===== src/rtl/dmem_pkg.sv =====
// Shared types and widths for the multi-cycle data-memory responder.
package dmem_pkg;

  typedef enum logic [1:0] {
    StIdle,
    StWait,
    StResp
  } state_e;

  localparam int unsigned WAIT_W = 4;
  localparam int unsigned WORD_W = 32;
  localparam int unsigned OFFS_W = 2;

endpackage


===== src/rtl/dmem_array.sv =====
// Single-port word RAM: synchronous write, registered synchronous read.
// The read register doubles as the responder's DataOut and can be cleared on a rejected access.
module dmem_array
  import dmem_pkg::*;
#(
  parameter int unsigned ADDR_W = 6
) (
  input  logic              clk_i,
  input  logic              rst_ni,
  input  logic              we_i,
  input  logic              re_i,
  input  logic              clr_i,
  input  logic [ADDR_W-1:0] addr_i,
  input  logic [WORD_W-1:0] wdata_i,
  output logic [WORD_W-1:0] rdata_o
);

  logic [WORD_W-1:0] mem [2**ADDR_W];
  logic [WORD_W-1:0] rdata_q;

  // Contents survive reset on purpose.
  always_ff @(posedge clk_i) begin
    if (we_i) begin
      mem[addr_i] <= wdata_i;
    end
  end

  always_ff @(posedge clk_i or negedge rst_ni) begin
    if (!rst_ni) begin
      rdata_q <= '0;
    end else if (clr_i) begin
      rdata_q <= '0;
    end else if (re_i) begin
      rdata_q <= mem[addr_i];
    end
  end

  assign rdata_o = rdata_q;

endmodule


===== src/rtl/dmem_responder.sv =====
// Multi-cycle word memory responder on a Req/Ready/Ack handshake with WAIT wait states.
// Misaligned or out-of-range accesses complete with Err and never touch the array.
module dmem_responder
  import dmem_pkg::*;
#(
  parameter int unsigned ADDR_W = 6,
  parameter int unsigned WAIT   = 2
) (
  input  logic              Clk,
  input  logic              Rst_n,
  input  logic              Req,
  input  logic              WE,
  input  logic [WORD_W-1:0] Address,
  input  logic [WORD_W-1:0] DataIn,
  output logic              Ready,
  output logic              Ack,
  output logic [WORD_W-1:0] DataOut,
  output logic              Err
);

  localparam logic [WAIT_W-1:0] WaitCnt = WAIT_W'(WAIT);

  state_e            state_q, state_d;
  logic [WAIT_W-1:0] cnt_q, cnt_d;
  logic              we_q, we_d;
  logic [WORD_W-1:0] addr_q, addr_d;
  logic [WORD_W-1:0] wdata_q, wdata_d;
  logic              ack_q, err_q;
  logic              commit, acc_err;

  always_comb begin
    state_d = state_q;
    cnt_d   = cnt_q;
    we_d    = we_q;
    addr_d  = addr_q;
    wdata_d = wdata_q;
    unique case (state_q)
      StIdle: begin
        if (Req) begin
          we_d    = WE;
          addr_d  = Address;
          wdata_d = DataIn;
          cnt_d   = WaitCnt;
          state_d = (WaitCnt == '0) ? StResp : StWait;
        end
      end
      StWait: begin
        cnt_d = cnt_q - 1'b1;
        if (cnt_q == WAIT_W'(1)) begin
          state_d = StResp;
        end
      end
      StResp:  state_d = StIdle;
      default: state_d = StIdle;
    endcase
  end

  // Commit uses the _d copies so a zero-wait access commits on its own acceptance edge.
  assign commit  = (state_d == StResp) && (state_q != StResp);
  assign acc_err = (addr_d[OFFS_W-1:0] != '0) || (addr_d[WORD_W-1:ADDR_W+OFFS_W] != '0);

  always_ff @(posedge Clk or negedge Rst_n) begin
    if (!Rst_n) begin
      state_q <= StIdle;
      cnt_q   <= '0;
      we_q    <= 1'b0;
      addr_q  <= '0;
      wdata_q <= '0;
      ack_q   <= 1'b0;
      err_q   <= 1'b0;
    end else begin
      state_q <= state_d;
      cnt_q   <= cnt_d;
      we_q    <= we_d;
      addr_q  <= addr_d;
      wdata_q <= wdata_d;
      ack_q   <= commit;
      err_q   <= commit & acc_err;
    end
  end

  dmem_array #(
    .ADDR_W(ADDR_W)
  ) u_array (
    .clk_i  (Clk),
    .rst_ni (Rst_n),
    .we_i   (commit & we_d & ~acc_err),
    .re_i   (commit & ~we_d & ~acc_err),
    .clr_i  (commit & acc_err),
    .addr_i (addr_d[ADDR_W+OFFS_W-1:OFFS_W]),
    .wdata_i(wdata_d),
    .rdata_o(DataOut)
  );

  assign Ready = (state_q == StIdle);
  assign Ack   = ack_q;
  assign Err   = err_q;

endmodule

===== config.mk =====
export PLATFORM = sky130hd
export DESIGN_NAME = dmem_responder
export DESIGN_NICKNAME = d
export VERILOG_FILES = /design/src/rtl/dmem_pkg.sv /design/src/rtl/dmem_array.sv /design/src/rtl/dmem_responder.sv
export SDC_FILE = /design/constraint.sdc
export NUM_CORES = 2
export LEC_CHECK = 0
export BUFFER_PORTS_ARGS = -buffer_cell sky130_fd_sc_hd__buf_2
export CORE_MARGIN = 8
export CORE_UTILIZATION = 25
export CTS_BUF_LIST = sky130_fd_sc_hd__clkbuf_2
export DETAILED_ROUTE_END_ITERATION = 16
export SYNTH_ARGS = -nofsm -noshare
export SYNTH_HDL_FRONTEND = slang
export SYNTH_SLANG_ARGS = --single-unit

===== constraint.sdc =====
create_clock -name Clk -period 4.9 [get_ports Clk]
set_input_delay 0.98 -clock Clk [delete_from_list [all_inputs] [get_ports Clk]]
set_output_delay 0.98 -clock Clk [all_outputs]
set_load 0.01 [all_outputs]

# Word-level counts from Yosys, hierarchy flattened
# Memories as Yosys holds them, arrays and structs flattened.
# Index checks and enable logic that the tools add are counted.
dict set report word_totals {
  mem_bits_rw 2048
  latch_bits 0
  in_bits 68
  romBits 0
  mem_count 1
  reg_bits 105
  elab_cells 45
}
dict set report classes {
  addsub 1
  mul 0
  div 0
  magnitude_cmp 0
  n_eq_ne 5
  mux 15
  n_shift 0
  n_bitwise 7
  reduce_logical 8
}
# name depth word_bits read_ports rd_clocked_by_memory_dff write_ports line_no
set memory_table {}
lappend memory_table {u_array.mem 64 32 1 0 1 dmem_array.sv:18} ;# logic [WORD_W-1:0] mem [2**ADDR_W];
# op n
set op_table {}
lappend op_table {{two-way mux 32 bit} 6}
lappend op_table {{nonzero test 24 bit} 1}
lappend op_table {{one-hot mux 4 bit (2 select lines)} 1}
lappend op_table {{nonzero test 2 bit} 3}
lappend op_table {{AND 1 bit} 5}
lappend op_table {{equality test 4 x 1 -> 1 bit (second input constant)} 1}
lappend op_table {{two-way mux 1 bit} 4}
lappend op_table {{two-way mux 2 bit} 2}
lappend op_table {{two-way mux 4 bit} 1}
lappend op_table {{inequality test 2 bit (second input constant)} 2}
lappend op_table {{one-hot mux 2 bit (2 select lines)} 1}
lappend op_table {{subtractor 4 x 1 -> 4 bit (second input constant)} 1}
lappend op_table {{equality test 2 x 1 -> 1 bit (second input constant)} 1}
lappend op_table {{equality test 2 bit (second input constant)} 1}
lappend op_table {{zero test 2 bit} 1}
lappend op_table {{inverter 1 bit} 2}
lappend op_table {{AND reduction 2 bit} 1}
lappend op_table {{logical AND 1 bit} 1}
lappend op_table {{logical OR 1 bit} 1}

# Logic depth before layout (Yosys ltp)
dict set report logic_depth {
  depth_word 9
  ltp_mapped 13
}

# Modules after synthesis
# Synthesis repeated with hierarchy kept, for this count alone.
dict set report hier_totals {
  cells_unflattened 4728
  hier_area_um2 82207.6
}
# module seq_area_each_um2 cells_per_inst area_each_um2 instances
set modules_own_cells {}
lappend modules_own_cells {dmem_array 62299.8 4399 79263.5 1}
lappend modules_own_cells {dmem_responder 1826.8 329 2944.1 1}

# Worst setup path before layout
# Ideal clock, no wire load.
dict set report synth_path {
  kind {input-to-reg}
  start {in Req}
  end {mem u_array.mem[24][0], enable pin}
  arrival_ns 4.264
  required_ns 4.479
  cell_stages 9
  path_slack_ns 0.214
  setup_ns 0.421
  cell_sequence {nor3b_1 buf_2 mux2i_1 clkinv_1 nor2_1 nand2_1 buf_2 buf_1 nor2_1}
}
# item line_no
set synth_lines {}
lappend synth_lines {{from (decl)} dmem_responder.sv:11} ;# input logic Req,
lappend synth_lines {{two-way mux 32 bit} dmem_responder.sv:39} ;# if (Req) begin
lappend synth_lines {{two-way mux 32 bit} dmem_responder.sv:37} ;# unique case (state_q)
lappend synth_lines {{via addr_d[7]} dmem_responder.sv:26} ;# logic [WORD_W-1:0] addr_q, addr_d;
lappend synth_lines {{to (decl)} dmem_array.sv:18}
# The timed path passes the listed nets, and every way through them passes these cells.

# Worst setup path in the final report
dict set report layout_path {
  start {reg state_q[0]}
  end {mem u_array.mem[38][14], enable pin}
}
# item line_no
set layout_lines {}
lappend layout_lines {{from (decl)} dmem_responder.sv:23} ;# state_e state_q, state_d;
lappend layout_lines {{from (signal assigned)} dmem_responder.sv:64} ;# state_q <= StIdle;
lappend layout_lines {{from (signal assigned)} dmem_responder.sv:72} ;# state_q <= state_d;
lappend layout_lines {{zero test 2 bit} dmem_responder.sv:37}
lappend layout_lines {{two-way mux 1 bit} dmem_responder.sv:37}
lappend layout_lines {{via we_d} dmem_responder.sv:25} ;# logic we_q, we_d;
lappend layout_lines {{AND 1 bit (2 in a row)} dmem_responder.sv:87} ;# .we_i (commit & we_d & ~acc_err),
lappend layout_lines {{two-way mux 1 bit} dmem_array.sv:23} ;# if (we_i) begin
lappend layout_lines {{two-way mux 1 bit (not written as such)} dmem_array.sv:24} ;# mem[addr_i] <= wdata_i;
# The timed path passes the listed nets, and every way through them passes these cells.

==> reports/metrics.cfg <==
[outcome]
status = finished, violations left
violations = setup timing

[sta]
timing.hold.ws_ns = 0.100
fin_crit_sh_pct = 100
rsz0062_at_grt = false
fin_ws_ns = -0.0158
worst_pin_slew_ns = 1.46
finalClockSkew_ns = 0.197
period_minus_slack_ns = 4.92
setup_viol = 2
drv_slew = 0
hold_viol_final = 0
relSlewSlack_pct = 2.76
fmax_mhz = 203

[logic_synthesis]
synth_area_mm2 = 0.0792
syn_nets = 4840
ys_seq_elements = 2153
synth-seq-area-share_pct = 81.0
synth_edf_count = 2048
yosysUniqueCellTypes = 65
syn_area_per_cell_um2 = 16.6
syn_inst = 4770
yosys_most_used_dff = edfxtp_1
yosysWarnings = 0
async_reset_ff_share_pct = 4.88

[clock_tree]
clkSlewWorstSetupHoldPaths_ns = 0.11
ctsHtreeMaxLevel = 6
cts-buffers-inserted = 554
clk_latency_ns = 1.93
postCtsSetupRepairBufs = 0
tritoncts = done
ctsResizeCount = 0
cts_sinks = 2153
cts-root-buf = clkbuf_2
cts.path.max_buffers = 4

[die]
ios = 103
rows = 206
core_mm2 = 0.315
die_h_um = 579
initial_utilization_pct = 25.1
dieArea_mm2 = 0.335
fp.dieW_um = 579

[critical_path]
worst_path_most_repeated_cell = nand2_1
regToRegSetupSlack_ns = -0.02
cp-end-kind = flop
crit_family = simple AND/OR/NAND/NOR gates
cp.buffers_inverters = 3
required_ns = 6.32
crit_type = flop to flop
r2r-end = u_array.mem[38][14]$_DFFE_PP_
max_stage_delay_ns = 0.88
crit_path_top_delay_cell = or3_1
r2r_cells = 9
critPathArrivalTime_ns = 6.33
critPathMaxFanout = 26
crit_path_cell_trace = nor3b_2 -> buf_4 -> nand2_1 -> dlygate4sd3_1 -> nand2_1 -> nand2_1 -> or3_1 -> nor2_4 -> buf_4
reg2reg_from = state_q[0]$_DFF_PN0_
cp-start-kind = flop

[grt]
grt_pass1_wl_mm = 402
grt_max_degree = 67
gr-usage-all-layers_pct = 16.8
overflow = 0
grt_pass1_vias = 51500
antenna_found_initial = 23

[hold_path]
whs_path_depth = 3
min_from = DataIn[17]
hp-class = input pin to flop
worstHoldEndpoint = wdata_q[17]$_DFF_PN0_

[power_and_ir_drop]
leakage_nw = 30.8
fin_total_pwr_mw = 51.9
vdd_drop_max_v = 0.000580
p_per_area_mw_per_mm2 = 556

[flow_run]
cap_violations = 0

[drt]
vias_per_cell = 5.29
drt_iter0_markers = 9010
drtPass1Iterations = 9
wire_per_inst_um = 29.2
ant_nets = 0
vias = 53400
wirelength_mm = 295
drc = 0

[placement]
dp_cells = 9041
place_ws_ns = -0.148
hpwl_mm = 167
portBuffers = 102
gp_congestion = 0.856

[cells_and_area]
fin_util_pct = 29.6
drive_above_1_share_pct = 23.7
post_layout_nonfiller_instances = 10100
nets = 5614
area_growth_pct = 18.0
layout_common_cells = edfxtp_1 (2048), clkbuf_2 (819), o22ai_1 (630)
layout_commonest_cell = edfxtp_1

## synth_stat cells, types with 16 or more instances
library cell	instances	area share, %
edfxtp_1	2048	78
o22ai_1	630	5.0
nand2_1	541	2.6
nor2_1	172	0.82
clkbuf_1	140	0.66
o221ai_1	112	1.2
buf_2	110	0.70
nand3_1	109	0.69
dfrtp_1	105	3.3
o22a_1	92	1.0
nor3_1	86	0.54
a21oi_1	83	0.52
o31ai_1	72	0.68
mux2i_1	65	0.82
nor4_1	43	0.34
a31oi_1	35	0.28
buf_1	35	0.17
o21ai_0	25	0.16
buf_4	23	0.22
or3_1	19	0.15
a32oi_1	18	0.20
nor4b_1	18	0.20
a211oi_1	16	0.15
## registers in the layout, summed over array words and instances, names as in the netlist
| register | cells |
|---|---|
| Ack | 1 |
| addr_q | 32 |
| state_q | 2 |
| Err | 1 |
| u_array.rdata_o | 32 |
| wdata_q | 32 |
| we_q | 1 |
| cnt_q | 4 |
| u_array.mem | 2048 |
## how the worst max path moves through the flow
stage	startpoint	to	slack [ns]	depth (start not counted)
after floorplan	Req	u_array.mem[24][0]$_DFFE_PP_	0.21	9
after global placement	Req	u_array.rdata_o[10]$_DFFE_PN0P_	-0.17	10
after detailed placement	Req	u_array.rdata_o[10]$_DFFE_PN0P_	-0.15	10
after CTS	state_q[0]$_DFF_PN0_	u_array.mem[38][28]$_DFFE_PP_	0.21	9
after global routing	state_q[0]$_DFF_PN0_	u_array.mem[30][3]$_DFFE_PP_	0.03	10
final	state_q[0]$_DFF_PN0_	u_array.mem[38][14]$_DFFE_PP_	-0.02	9
## kinds of logic (layout without fill, tap and decap cells)
logic type	Yosys count	in the layout	share of synthesized area, %
DFF	2153	2153	81.0
AOI/OAI and AO/OA	1169	1169	10.2
and+or+nand+nor	1041	1041	5.80
buffers and inverters	330	1481	1.90
muxes	74	74	1.01
adders and majority gates	2	2	0.0316
xor gates and xnor gates	1	1	0.0111
other	0	14	0
## tightest hold or removal path: stages
cell	delay [ns]
buf_2	0.10
nand2_1	0.18
nand2_4	0.47
## cell type report
| cell class | count | area, um2 |
|---|---|---|
| diodes | 14 | 35.0 |
| clock inverters | 114 | 568 |
| multi-input cells | 2287 | 14200 |
| inverters | 17 | 71.3 |
| repair buffers | 531 | 5030 |
| flip-flops and latches | 2153 | 64100 |
| well taps | 4160 | 5200 |
| fillers | 31300 | 222000 |
| clock buffers | 819 | 4100 |
## where the power goes
part	switching (mW)	internal [mW]	total, mW
clock network	7.31	4.66	12.0
registers	0.214	23.4	23.6
logic	12.2	4.11	16.3
total	19.7	32.2	51.9
## repair_timing
| item | 4_1_cts | 5_1_grt |
|---|---|---|
| hold buffers | 105 | 1 |
| endpoints found under the hold margin | 505 | 1 |
| endpoints found under the setup margin | 0 | 0 |
## per-layer routing
layer,track usage [%],wire length [um],vias up
met5,0.215,46,-
met4,7.78,13800,4
met3,4.92,41400,717
met2,25.7,131000,4527
met1,21.9,108000,26900
li1,-,-,21200
## per-stage QoR
| step | setup TNS [ns] | area, um2 |
|---|---|---|
| 3_5_place_dp | -0.148 | 87600 |
| 2_1_floorplan | 0 | 79200 |
| 5_1_grt | 0 | 93400 |
| 6_report | -0.0201 | 93400 |
| 3_3_place_gp | -0.171 | 87600 |
| 4_1_cts | 0 | 93300 |
Note: power is estimated with default switching activity, not from simulation.
